[config.mk]
export PLATFORM = sky130hd
export DESIGN_NAME = fetch_unit
export DESIGN_NICKNAME = d
export VERILOG_FILES = /design/src/rtl/fetch_unit.sv
export SDC_FILE = /design/constraint.sdc
export NUM_CORES = 1
export LEC_CHECK = 0
export CAP_MARGIN = 15
export CORE_ASPECT_RATIO = 0.75
export CORE_UTILIZATION = 44
export CTS_BUF_LIST = sky130_fd_sc_hd__clkbuf_8 sky130_fd_sc_hd__clkbuf_16
export DETAILED_ROUTE_END_ITERATION = 6
export PLACE_DENSITY_LB_ADDON = 0.2
export SLEW_MARGIN = 10
export SYNTH_ARGS = -nofsm -noshare
export SYNTH_HDL_FRONTEND = slang
export SYNTH_SLANG_ARGS = --single-unit
[constraint.sdc]
create_clock -name clk -period 4.35 [get_ports clk]
set_clock_uncertainty 0.2 [all_clocks]
set_input_delay 0.6525 -clock clk [delete_from_list [all_inputs] [get_ports clk]]
set_output_delay 0.6525 -clock clk [all_outputs]
set_load 0.02 [all_outputs]
[src/rtl/fetch_unit.sv]
// Instruction fetch stage: issues word addresses to a one-cycle-latency instruction
// memory, presents fetched words to decode, and handles stall, redirect and faults.
module fetch_unit #(
  parameter logic [31:0] RESET_PC   = 32'h0000_0000,
  parameter int          IMEM_WORDS = 256
) (
  input  logic        clk,
  input  logic        rst_n,
  input  logic        fetch_en,
  output logic [31:0] i_addr,
  input  logic [31:0] instruction,
  input  logic        redirect,
  input  logic [31:0] redirect_pc,
  input  logic        id_ready,
  output logic        id_valid,
  output logic [31:0] id_pc,
  output logic [31:0] id_instr,
  output logic        fetch_fault,
  output logic [31:0] fetch_count,
  output logic [1:0]  state_dbg
);

  // Decode handshake: a word moves to decode on a cycle where id_valid && id_ready.
  // id_valid never depends on id_ready; once raised, id_pc/id_instr hold until the
  // transfer, unless a redirect discards the word.
  typedef enum logic [1:0] {IDLE = 2'd0, RUN = 2'd1, FAULT = 2'd2} state_t;

  // One bit wider than an address so IMEM_WORDS*4 = 2^32 cannot overflow.
  localparam logic [32:0] ADDR_LIMIT = 33'(IMEM_WORDS) * 33'd4;

  state_t      state;
  logic [31:0] pc_q;
  logic [31:0] rsp_pc_q;
  logic        rsp_valid_q;

  logic        advance;
  logic        transfer;
  logic        issue;
  logic        issue_ok;
  logic [31:0] issue_addr;

  function automatic logic addr_legal(input logic [31:0] a);
    return (a[1:0] == 2'b00) && ({1'b0, a} < ADDR_LIMIT);
  endfunction

  assign id_valid  = rsp_valid_q && (state == RUN) && !redirect;
  assign id_pc     = rsp_pc_q;
  assign id_instr  = instruction;
  assign transfer  = id_valid && id_ready;
  assign advance   = !rsp_valid_q || id_ready;
  assign state_dbg = state;

  always_comb begin
    issue      = 1'b0;
    issue_addr = pc_q;
    case (state)
      IDLE: issue = fetch_en;
      RUN: begin
        if (redirect) begin
          issue      = 1'b1;
          issue_addr = redirect_pc;
        end else if (advance) begin
          issue = 1'b1;
        end else begin
          // Stall: re-read the held word so instruction stays stable.
          issue_addr = rsp_pc_q;
        end
      end
      FAULT: begin
        if (redirect) begin
          issue      = 1'b1;
          issue_addr = redirect_pc;
        end
      end
      default: issue = 1'b0;
    endcase
  end

  assign i_addr   = issue_addr;
  assign issue_ok = addr_legal(issue_addr);

  always_ff @(posedge clk or negedge rst_n) begin
    if (!rst_n) begin
      state       <= IDLE;
      pc_q        <= RESET_PC;
      rsp_pc_q    <= RESET_PC;
      rsp_valid_q <= 1'b0;
      fetch_fault <= 1'b0;
      fetch_count <= 32'd0;
    end else begin
      if (issue) begin
        if (issue_ok) begin
          rsp_pc_q    <= issue_addr;
          rsp_valid_q <= 1'b1;
          pc_q        <= issue_addr + 32'd4;
          state       <= RUN;
        end else begin
          // Illegal fetch: pc_q keeps its value, the word read is never presented.
          fetch_fault <= 1'b1;
          rsp_valid_q <= 1'b0;
          state       <= FAULT;
        end
      end
      if (transfer) begin
        fetch_count <= fetch_count + 32'd1;
      end
    end
  end

endmodule

==> metrics.md, run 1 <==
| Metric | Value |
|---|---|
| Htree depth | 3 |
| Final period util | 0.942 |
| CP Max Fanout | 18 |
| Type of the worst min-delay path | in2async |
| First-pass GRT wire length | 19200 µm |
| DIE HEIGHT | 93.5 µm |
| Clk network pwr share | 0.322 |
| CP Launch Type | flop |
| GRT Residual Overflow | 0 |
| CTS resizes | 0 |
| Fin crit period | 4.10 ns |
| Die Footprint | 11600 µm² |
| CTS root buf | clkbuf_16 |
| I/O pin count | 201 |
| Setup Fix Bufs, Post-CTS | 0 |
| Fillers | 939 |
| Post-Syn Nets | 519 |
| Simple-Gate Fraction of Synth Area | 0.170 |
| Clock latency on the worst-skew pair | 0.34 ns |
| Placed wire-length estimate | 8930 µm |
| Post-DRT Antenna Nets | 0 |
| Placed Cells | 673 |
| Initial antenna violation count | 0 |
| Worst path max stage delay | 0.65 ns |
| Dominant synthesized flop cell | dfrtp_1 |
| CTS tree | done |
| CTS buffer count | 9 |
| Crit-path most repeated cell | inv_1 |
| Final hold vios | 0 |
| Final Instance Area | 6420 µm² |
| Worst Max-Slew Pin Slew | 0.899 ns |
| Area Overhead vs Synth | 30.7% |
| Routed len/inst | 17.8 µm |
| Xor and xnor fraction of the mapped netlist area | 0.0624 |
| Combinational share of power | 0.232 |
| FF+latch area | 2430 µm² |
| Fin. max-slew vios | 0 |
| Mux share of post-synthesis cell area | 0.0517 |
| Final setup TNS | 0 ns |
| Setup violators final | 0 |
| Post-DR vias/cell | 5.49 |
| Cells after Synth | 443 |
| Switching share of power | 0.294 |
| CP Data Required Time | 3.50 ns |
| Routability cong. | 0.855 |
| Fraction of layout cells with a size suffix above 1 | 0.0874 |
| Internal | 0.00165 W |
| Pwr/cell area | 364 nW/µm² |
| DRC | 0 |
| Count of distinct cell types in the synthesized netlist | 54 |
| Initial Util | 0.451 |
| Ys Warns | 0 |
| Post-synth top area share | 0.494 |
| Port-buffer cells | 136 |
| Max Cap Violations | 0 |
| CTS Buffer Depth | 2 |
| Seq/Total Area, Yosys | 0.494 |
| 1st-pass router iterations | 7 |
| Multi-input gate area | 1990 µm² |
| Layout net count | 620 |
| Initial drt markers | 286 |
| Element type at the critical path end | output pin |
| Row Count | 33 |
| P_leak | 3.04 nW |
| Tot GR Track Use | 0.220 |
| Max_slew headroom | 0.401 |
| Worst path cell trace | inv_1 > ha_1 > buf_4 > o211a_1 > a222oi_1 > inv_1 > clkdlybuf4s50_1 |
| Crit-path slowest cell | a222oi_1 |
| Ys async rst share | 1.00 |
| Mapped Avg Cell Area | 11.1 µm² |
| Setup Crit Path Kind | reg2out |
| Largest net degree at the start of global routing | 72 |
| Clock sinks | 97 |
| RSZ-0062 raised after global routing | no |
| # diodes | 0 |
| Synth area leader | dfrtp_1 |
| Compound-Gate Fraction of Synth Area | 0.103 |
| Reg power frac | 0.446 |
| Power Total | 0.00233 W |
| Yosys reg bits | 97 |
| Most area-consuming cells after synthesis | dfrtp_1 (49%), and2_1 (6.0%), buf_4 (5.3%), a222oi_1 (4.9%), xnor2_1 (4.8%) |
| FMAX | 0.244 GHz |
| Commonest non-fill, non-tap cell in the layout | clkdlybuf4s50_1 |
| DIE WIDTH | 124 µm |
| Hold_buf cts | 0 |
| Area of the mapped netlist | 4910 µm² |
| Clock transition at the registers of the reported paths | 0.07 ns |
| Largest family of logic cells by synthesized area | simple AND/OR/NAND/NOR gates |
| Adder-cell share of the synthesized area | 0.0178 |
| Vias in the first global route | 3663 |
| Post-synth EDFFs | 0 |
| Placed inst area | 6140 µm² |
| Largest delay share family, worst path | buffers and inverters |
| Status | finished clean |
| Drt total wl | 12300 µm |
| Worst vdd ir | 0.000223 V |
| DR vias | 3781 |
| Commonest cells after routing, fill and taps aside | clkdlybuf4s50_1 (135), dfrtp_1 (97), and2_1 (47), inv_1 (33), xnor2_1 (27) |
| CP Buf/Inv Count | 4 |
| Placeable core area | 10900 µm² |
| Critical path data arrival time | 3.24 ns |
| Finished Layout Cells | 689 |
| Psw | 0.000685 W |
## logic make-up after synthesis
logic type               after synthesis
XOR/XNOR                              35
multiplexers                          18
AND/OR/NAND/NOR                      137
flip-flops                            97
AO/OA/AOI/OAI                         61
buffers and inverters                 88
adder cells (fa/ha/maj)                7
## sequential cells by signal, indices dropped and copies added (netlist names)
name         cells
fetch_count     32
fetch_fault      1
id_pc           30
pc_q            32
state_dbg        2
## through the flow
step	worst slack (ns)	hold WS (ns)	util
6_report	0.253	0.201	0.589
5_1_grt	0.0629	0.299	0.589
4_1_cts	0.268	0.268	0.589
3_5_place_dp	0.393	0.274	0.563
3_3_place_gp	0.503	0.256	0.563
2_1_floorplan	0.914	0.157	-
## power groups by stage
stage	registers [W]	clock network, W	logic (W)
6_report	0.00104	0.000752	0.000542
3_3_place_gp	0.00105	0	0.000534
4_1_cts	0.00104	0.000771	0.000545
2_1_floorplan	0.00109	0	0.000286
3_5_place_dp	0.00105	0	0.000543
5_1_grt	0.00105	0.000806	0.000582
## path summary, 6_finish.rpt
check / startpoint / endpoint / slack, ns / cells past startpoint
worst min register to register: fetch_count[31] / fetch_count[31] / 0.27 / 1
worst min-delay path: rst_n / fetch_count[1] / 0.20 / 1
worst max-delay path: state_dbg[0] / i_addr[6] / 0.25 / 7
min in group clk: fetch_count[31] / fetch_count[31] / 0.27 / 1
max in group asynchronous: rst_n / fetch_count[30] / 2.80 / 2
worst max register to register: state_dbg[0] / id_pc[4] / 0.68 / 11
## cell usage after synthesis (all sizes together) (7+ instances only)
cell type and n:
dfrtp 97, and2 47, buf 43, inv 33, xnor2 27, a222oi 24
nand2 18, nand3 18, mux2 17, clkbuf 12, and3 9, nor2 8
nor4 8, xor2 8, ha 7
## routing by layer
layer  GRT usage  share of wire
met5           0              0
met4      0.0813          0.019
met3      0.0524          0.064
met2       0.337           0.45
met1       0.303           0.47
## final cells by class
| class | instances | share of cell area |
|---|---|---|
| tap | 140 | 0.0273 |
| clock inverter | 7 | 0.00819 |
| timing repair buffer | 145 | 0.222 |
| multi-input combinational | 258 | 0.310 |
| inverter | 33 | 0.0193 |
| sequential | 97 | 0.378 |
| clock buffer | 9 | 0.0351 |
No activity file was read; power rests on OpenSTA's default activity.
==> run 2, diff against run 1 <==
--- a/config.mk
+++ b/config.mk
@@ -10,7 +10,8 @@
 export CORE_UTILIZATION = 44
 export CTS_BUF_LIST = sky130_fd_sc_hd__clkbuf_8 sky130_fd_sc_hd__clkbuf_16
 export DETAILED_ROUTE_END_ITERATION = 6
-export PLACE_DENSITY_LB_ADDON = 0.2
+export PLACE_DENSITY = 0.9
+export SETUP_SLACK_MARGIN = 0.1
 export SLEW_MARGIN = 10
 export SYNTH_ARGS = -nofsm -noshare
 export SYNTH_HDL_FRONTEND = slang
==> run 2 against run 1 <==
Sequential share of layout area down 0.27 points; clock power up 8.6%; critical endpoint is now i_addr[2]; hold slack better by 0.018 ns; combinational power up 1%; fmax up 2.0%; total power up 3.2%.
==> metrics.md, run 2 (same netlist as run 1, synthesis figures left out) <==
| Metric | Value |
|---|---|
| Vias in the first global route | 3654 (-0.25%) |
| Clock sinks | 97 (unchanged) |
| Setup violators final | 0 (unchanged) |
| Post-DRT Antenna Nets | 0 (unchanged) |
| Max Cap Violations | 0 (unchanged) |
| # diodes | 0 (unchanged) |
| Setup crit start | state_dbg[1] |
| Post-DR vias/cell | 5.59 (+1.9%) |
| CTS buffer count | 9 (unchanged) |
| Row Count | 33 (unchanged) |
| R2R Setup Slk | 0.71 ns (+0.03 ns) |
| CTS Buffer Depth | 2 (unchanged) |
| DRC | 0 (unchanged) |
| RSZ-0062 raised after global routing | no |
| Critical path data arrival time | 3.16 ns (-0.08 ns) |
| Commonest non-fill, non-tap cell in the layout | clkdlybuf4s50_1 |
| Fin crit period | 4.02 ns (-0.0820 ns) |
| Commonest cells after routing, fill and taps aside | clkdlybuf4s50_1 (135), dfrtp_1 (97), and2_1 (47), inv_1 (33), xnor2_1 (27) |
| Area Overhead vs Synth | 31.6% |
| Final setup TNS | 0 ns (unchanged) |
| Placed inst area | 6150 µm² (+0.20%) |
| Fin. max-slew vios | 0 (unchanged) |
| Final period util | 0.923 (-0.0188) |
| Pwr/cell area | 372 nW/µm² (+2.4%) |
| FMAX | 0.249 GHz (+2.0%) |
| Layout net count | 620 (unchanged) |
| Worst vdd ir | 0.000241 V (+8.1%) |
| CP Max Fanout | 10 (-8) |
| Status | finished clean |
| Routability cong. | 0.906 (+6.0%) |
| R2R Path End | pc_q[8] |
| Initial antenna violation count | 0 (unchanged) |
| Tot GR Track Use | 0.220 (about the same) |
| Initial Util | 0.451 (unchanged) |
| Htree depth | 3 (unchanged) |
| DIE HEIGHT | 93.5 µm (unchanged) |
| Placed wire-length estimate | 9020 µm (+0.99%) |
| Setup Fix Bufs, Post-CTS | 0 (unchanged) |
| CP Launch Type | flop |
| Final Instance Area | 6470 µm² (+0.72%) |
| Worst r2r src | state_dbg[1] |
| Die Footprint | 11600 µm² (unchanged) |
| Max_slew headroom | 0.428 (+0.0276) |
| P_leak | 3.06 nW (+0.69%) |
| Hold WS | 0.219 ns (+0.0180 ns) |
| Fraction of layout cells with a size suffix above 1 | 0.0874 (unchanged) |
| GRT Residual Overflow | 0 (unchanged) |
| DR vias | 3851 (+1.9%) |
| 1st-pass router iterations | 6 (-1) |
| Initial drt markers | 305 (+6.6%) |
| Port-buffer cells | 136 (unchanged) |
| DIE WIDTH | 124 µm (unchanged) |
| Final hold vios | 0 (unchanged) |
| Worst r2r path cells | 12 (+1) |
| Type of the worst min-delay path | in2async |
| First-pass GRT wire length | 19300 µm (+0.39%) |
| Clock latency on the worst-skew pair | 0.34 ns (about the same) |
| Clock transition at the registers of the reported paths | 0.07 ns (about the same) |
| CP Data Required Time | 3.50 ns (about the same) |
| Routed len/inst | 17.8 µm (-0.40%) |
| Util after Layout | 0.593 (+0.00425) |
| Largest net degree at the start of global routing | 70 (-2.8%) |
| CTS resizes | 0 (unchanged) |
| Element type at the critical path end | output pin |
| Setup Crit Path Kind | reg2out |
| CP Capture Point | i_addr[2] |
| CTS root buf | clkbuf_16 |
| Worst Max-Slew Pin Slew | 0.858 ns (-0.0415 ns) |
| Drt total wl | 12200 µm (-0.40%) |
| CTS tree | done |
| Hold_buf cts | 0 (unchanged) |
| I/O pin count | 201 (unchanged) |
| Placeable core area | 10900 µm² (unchanged) |
## run 2: worst max-delay path: stages, from the launching register on
cell and delay (ns):
dfrtp_1 0.45, inv_1 0.12, ha_1 0.47, o221ai_2 0.32, buf_4 0.25, a222oi_1 0.46
inv_1 0.18, clkdlybuf4s50_1 0.58
## run 2: where the power goes
group          leakage (nW)  total, W  switching [W]  internal, W
registers              1.33   0.00104      0.0000671     0.000976
clock network         0.150  0.000817       0.000359     0.000458
logic                  1.57  0.000549       0.000267     0.000282
## run 2: worst min-delay path by stage
stage | from | to | slack (ns)
final | rst_n | state_dbg[1] | 0.22
after global routing | rst_n | state_dbg[1] | 0.30
after CTS | rst_n | state_dbg[1] | 0.25
after detailed placement | pc_q[20] | pc_q[20] | 0.27
after global placement | fetch_count[31] | fetch_count[31] | 0.26
after floorplan | rst_n | fetch_count[0] | 0.16
## run 2: area by class of cell
cell class	count	area, µm²
Clock inverter	7	86.3
Clock buffer	9	225
Multi-Input combinational cell	258	1990
Timing Repair Buffer	145	1440
Tap cell	140	175
Sequential cell	97	2430
Fill cell	881	4430
Inverter	33	124
## run 2: routing by layer
layer,global-route usage,vias to the layer above,part of all wire
met5,0,-,0
met4,0.0665,0,0.016
met3,0.0622,22,0.083
met2,0.337,197,0.46
met1,0.302,1899,0.44
li1,-,1733,-
## run 2: through the flow
stage	setup slack [ns]	power (W)	std cells
4_1_cts	0.355	0.00243	689
5_1_grt	0.127	0.00251	689
6_report	0.334	0.00241	689
3_3_place_gp	0.441	0.00159	673
3_5_place_dp	0.385	0.00160	673
2_1_floorplan	0.914	0.00137	443
==> run 3, diff against run 2 <==
--- a/config.mk
+++ b/config.mk
@@ -10,7 +10,7 @@
 export CORE_UTILIZATION = 44
 export CTS_BUF_LIST = sky130_fd_sc_hd__clkbuf_8 sky130_fd_sc_hd__clkbuf_16
 export DETAILED_ROUTE_END_ITERATION = 6
-export PLACE_DENSITY = 0.9
+export PLACE_DENSITY = 0.78
 export SETUP_SLACK_MARGIN = 0.1
 export SLEW_MARGIN = 10
 export SYNTH_ARGS = -nofsm -noshare
==> run 3 against run 2 <==
Wire length shrank 1.7%; utilization decreased by 0.14 points; combinational power down 1%; sequential power about the same; setup slack got worse by 0.032 ns; critical path depth did not move; first-iteration DRC count up 5.2%; count of clock-buffer cells in the layout increased by 2; largest cell class unchanged.
==> metrics.md, run 3 (same netlist as run 1, synthesis figures left out) <==
| Metric | Value |
|---|---|
| Finished Layout Cells | 687 (-0.29%) |
| Clock sinks | 97 (unchanged) |
| Largest net degree at the start of global routing | 74 (+5.7%) |
| Clock latency on the worst-skew pair | 0.34 ns (about the same) |
| GRT Residual Overflow | 0 (unchanged) |
| Die Footprint | 11600 µm² (unchanged) |
| CP Buf/Inv Count | 4 (unchanged) |
| Worst r2r path cells | 10 (-2) |
| R2R Setup Slk | 0.69 ns (-0.02 ns) |
| Routed len/inst | 17.5 µm (-1.5%) |
| Setup Fix Bufs, Post-CTS | 0 (unchanged) |
| Post-DR vias/cell | 5.51 (-1.4%) |
| Final period util | 0.930 (+0.00739) |
| # diodes | 0 (unchanged) |
| Initial drt markers | 321 (+5.2%) |
| FMAX | 0.247 GHz (-0.79%) |
| Status | finished clean |
| Layout net count | 619 (-0.16%) |
| Placed wire-length estimate | 8890 µm (-1.4%) |
| Critical Path Stages | 7 (unchanged) |
| Worst path max stage delay | 0.67 ns (+0.09 ns) |
| First-pass GRT wire length | 18900 µm (-2.0%) |
| Commonest cells after routing, fill and taps aside | clkdlybuf4s50_1 (135), dfrtp_1 (97), and2_1 (47), inv_1 (33), xnor2_1 (27) |
| Power Total | 0.00239 W (-0.75%) |
| Post-DRT Antenna Nets | 0 (unchanged) |
| Fin crit period | 4.05 ns (+0.0322 ns) |
| Final hold vios | 0 (unchanged) |
| Pwr/cell area | 371 nW/µm² (-0.51%) |
| CP Data Required Time | 3.50 ns (about the same) |
| Routability cong. | 0.873 (-3.7%) |
| Htree depth | 3 (unchanged) |
| Fraction of layout cells with a size suffix above 1 | 0.0841 (-0.00334) |
| Crit-path most repeated cell | clkdlybuf4s50_1 |
| CTS resizes | 0 (unchanged) |
| Placeable core area | 10900 µm² (unchanged) |
| Element type at the critical path end | output pin |
| Final setup TNS | 0 ns (unchanged) |
| Row Count | 33 (unchanged) |
| CP Capture Point | i_addr[6] |
| Area Overhead vs Synth | 31.3% |
| Max_slew headroom | 0.393 (-0.0358) |
| Port-buffer cells | 136 (unchanged) |
| Worst r2r src | state_dbg[0] |
| Placed Cells | 672 (-0.15%) |
| Setup violators final | 0 (unchanged) |
| RSZ-0062 raised after global routing | no |
| Max Cap Violations | 0 (unchanged) |
| Type of the worst min-delay path | in2async |
| P_leak | 3.05 nW (-0.25%) |
| Fin. max-slew vios | 0 (unchanged) |
| Drt total wl | 12000 µm (-1.7%) |
| Tot GR Track Use | 0.216 (-0.00425) |
| Vias in the first global route | 3612 (-1.1%) |
| Critical path data arrival time | 3.20 ns (+0.04 ns) |
| DIE WIDTH | 124 µm (unchanged) |
| Largest delay share family, worst path | buffers and inverters |
| Clock transition at the registers of the reported paths | 0.06 ns (about the same) |
| R2R Path End | id_pc[5] |
| Setup crit start | redirect |
| CTS Buffer Depth | 2 (unchanged) |
| CTS buffer count | 9 (unchanged) |
| CP Launch Type | primary input |
| Setup WS post-layout | 0.302 ns (-0.0322 ns) |
| Setup Crit Path Kind | in2out |
| Worst path cell trace | clkdlybuf4s50_1 > nand2b_1 > o221ai_2 > buf_4 > a222oi_1 > inv_1 > clkdlybuf4s50_1 |
| DP Worst Slack | 0.271 ns (-0.114 ns) |
| DRC | 0 (unchanged) |
| CP Max Fanout | 9 (-1) |
| Commonest non-fill, non-tap cell in the layout | clkdlybuf4s50_1 |
| I/O pin count | 201 (unchanged) |
| CTS tree | done |
| Crit-path slowest cell | clkdlybuf4s50_1 |
| Hold_buf cts | 0 (unchanged) |
| DR vias | 3786 (-1.7%) |
| CTS root buf | clkbuf_16 |
| Worst vdd ir | 0.000259 V (+7.5%) |
| 1st-pass router iterations | 7 (+1) |
| Initial Util | 0.451 (unchanged) |
| Worst Max-Slew Pin Slew | 0.911 ns (+0.0537 ns) |
| DIE HEIGHT | 93.5 µm (unchanged) |
| Initial antenna violation count | 0 (unchanged) |
-- run 3: stage by stage --
| step | util | area, µm² | hold WS (ns) |
|---|---|---|---|
| 3_5_place_dp | 0.564 | 6150 | 0.266 |
| 4_1_cts | 0.592 | 6450 | 0.275 |
| 5_1_grt | 0.592 | 6450 | 0.287 |
| 2_1_floorplan | - | 4910 | 0.157 |
| 6_report | 0.592 | 6450 | 0.234 |
| 3_3_place_gp | 0.564 | 6150 | 0.247 |
-- run 3: cell type report --
type | count | area [µm²]
multi-input cells | 258 | 1990
inverters | 33 | 124
well taps | 140 | 175
fillers | 903 | 4450
clock inverters | 4 | 51.3
clock buffers | 11 | 253
flip-flops and latches | 97 | 2430
repair buffers | 144 | 1430
-- run 3: where the power goes --
group	switching (W)	leakage, nW	internal (W)
Clock	0.000333	0.148	0.000475
Sequential	0.0000651	1.33	0.000976
Combinational	0.000261	1.57	0.000280
-- run 3: how the worst min path moves through the flow --
stage,from,endpoint,cells past startpoint
5_1_grt,fetch_fault,fetch_fault,1
4_1_cts,rst_n,fetch_count[26],1
3_3_place_gp,fetch_fault,fetch_fault,1
2_1_floorplan,rst_n,fetch_count[0],0
6_report,rst_n,fetch_count[28],1
3_5_place_dp,fetch_fault,fetch_fault,1
-- run 3: per-layer routing --
metal	up-vias	routed length, µm	GRT usage
met5	-	0	0
met4	0	344	0.0893
met3	41	986	0.0604
met2	167	5130	0.305
met1	1851	5570	0.308
li1	1727	-	-
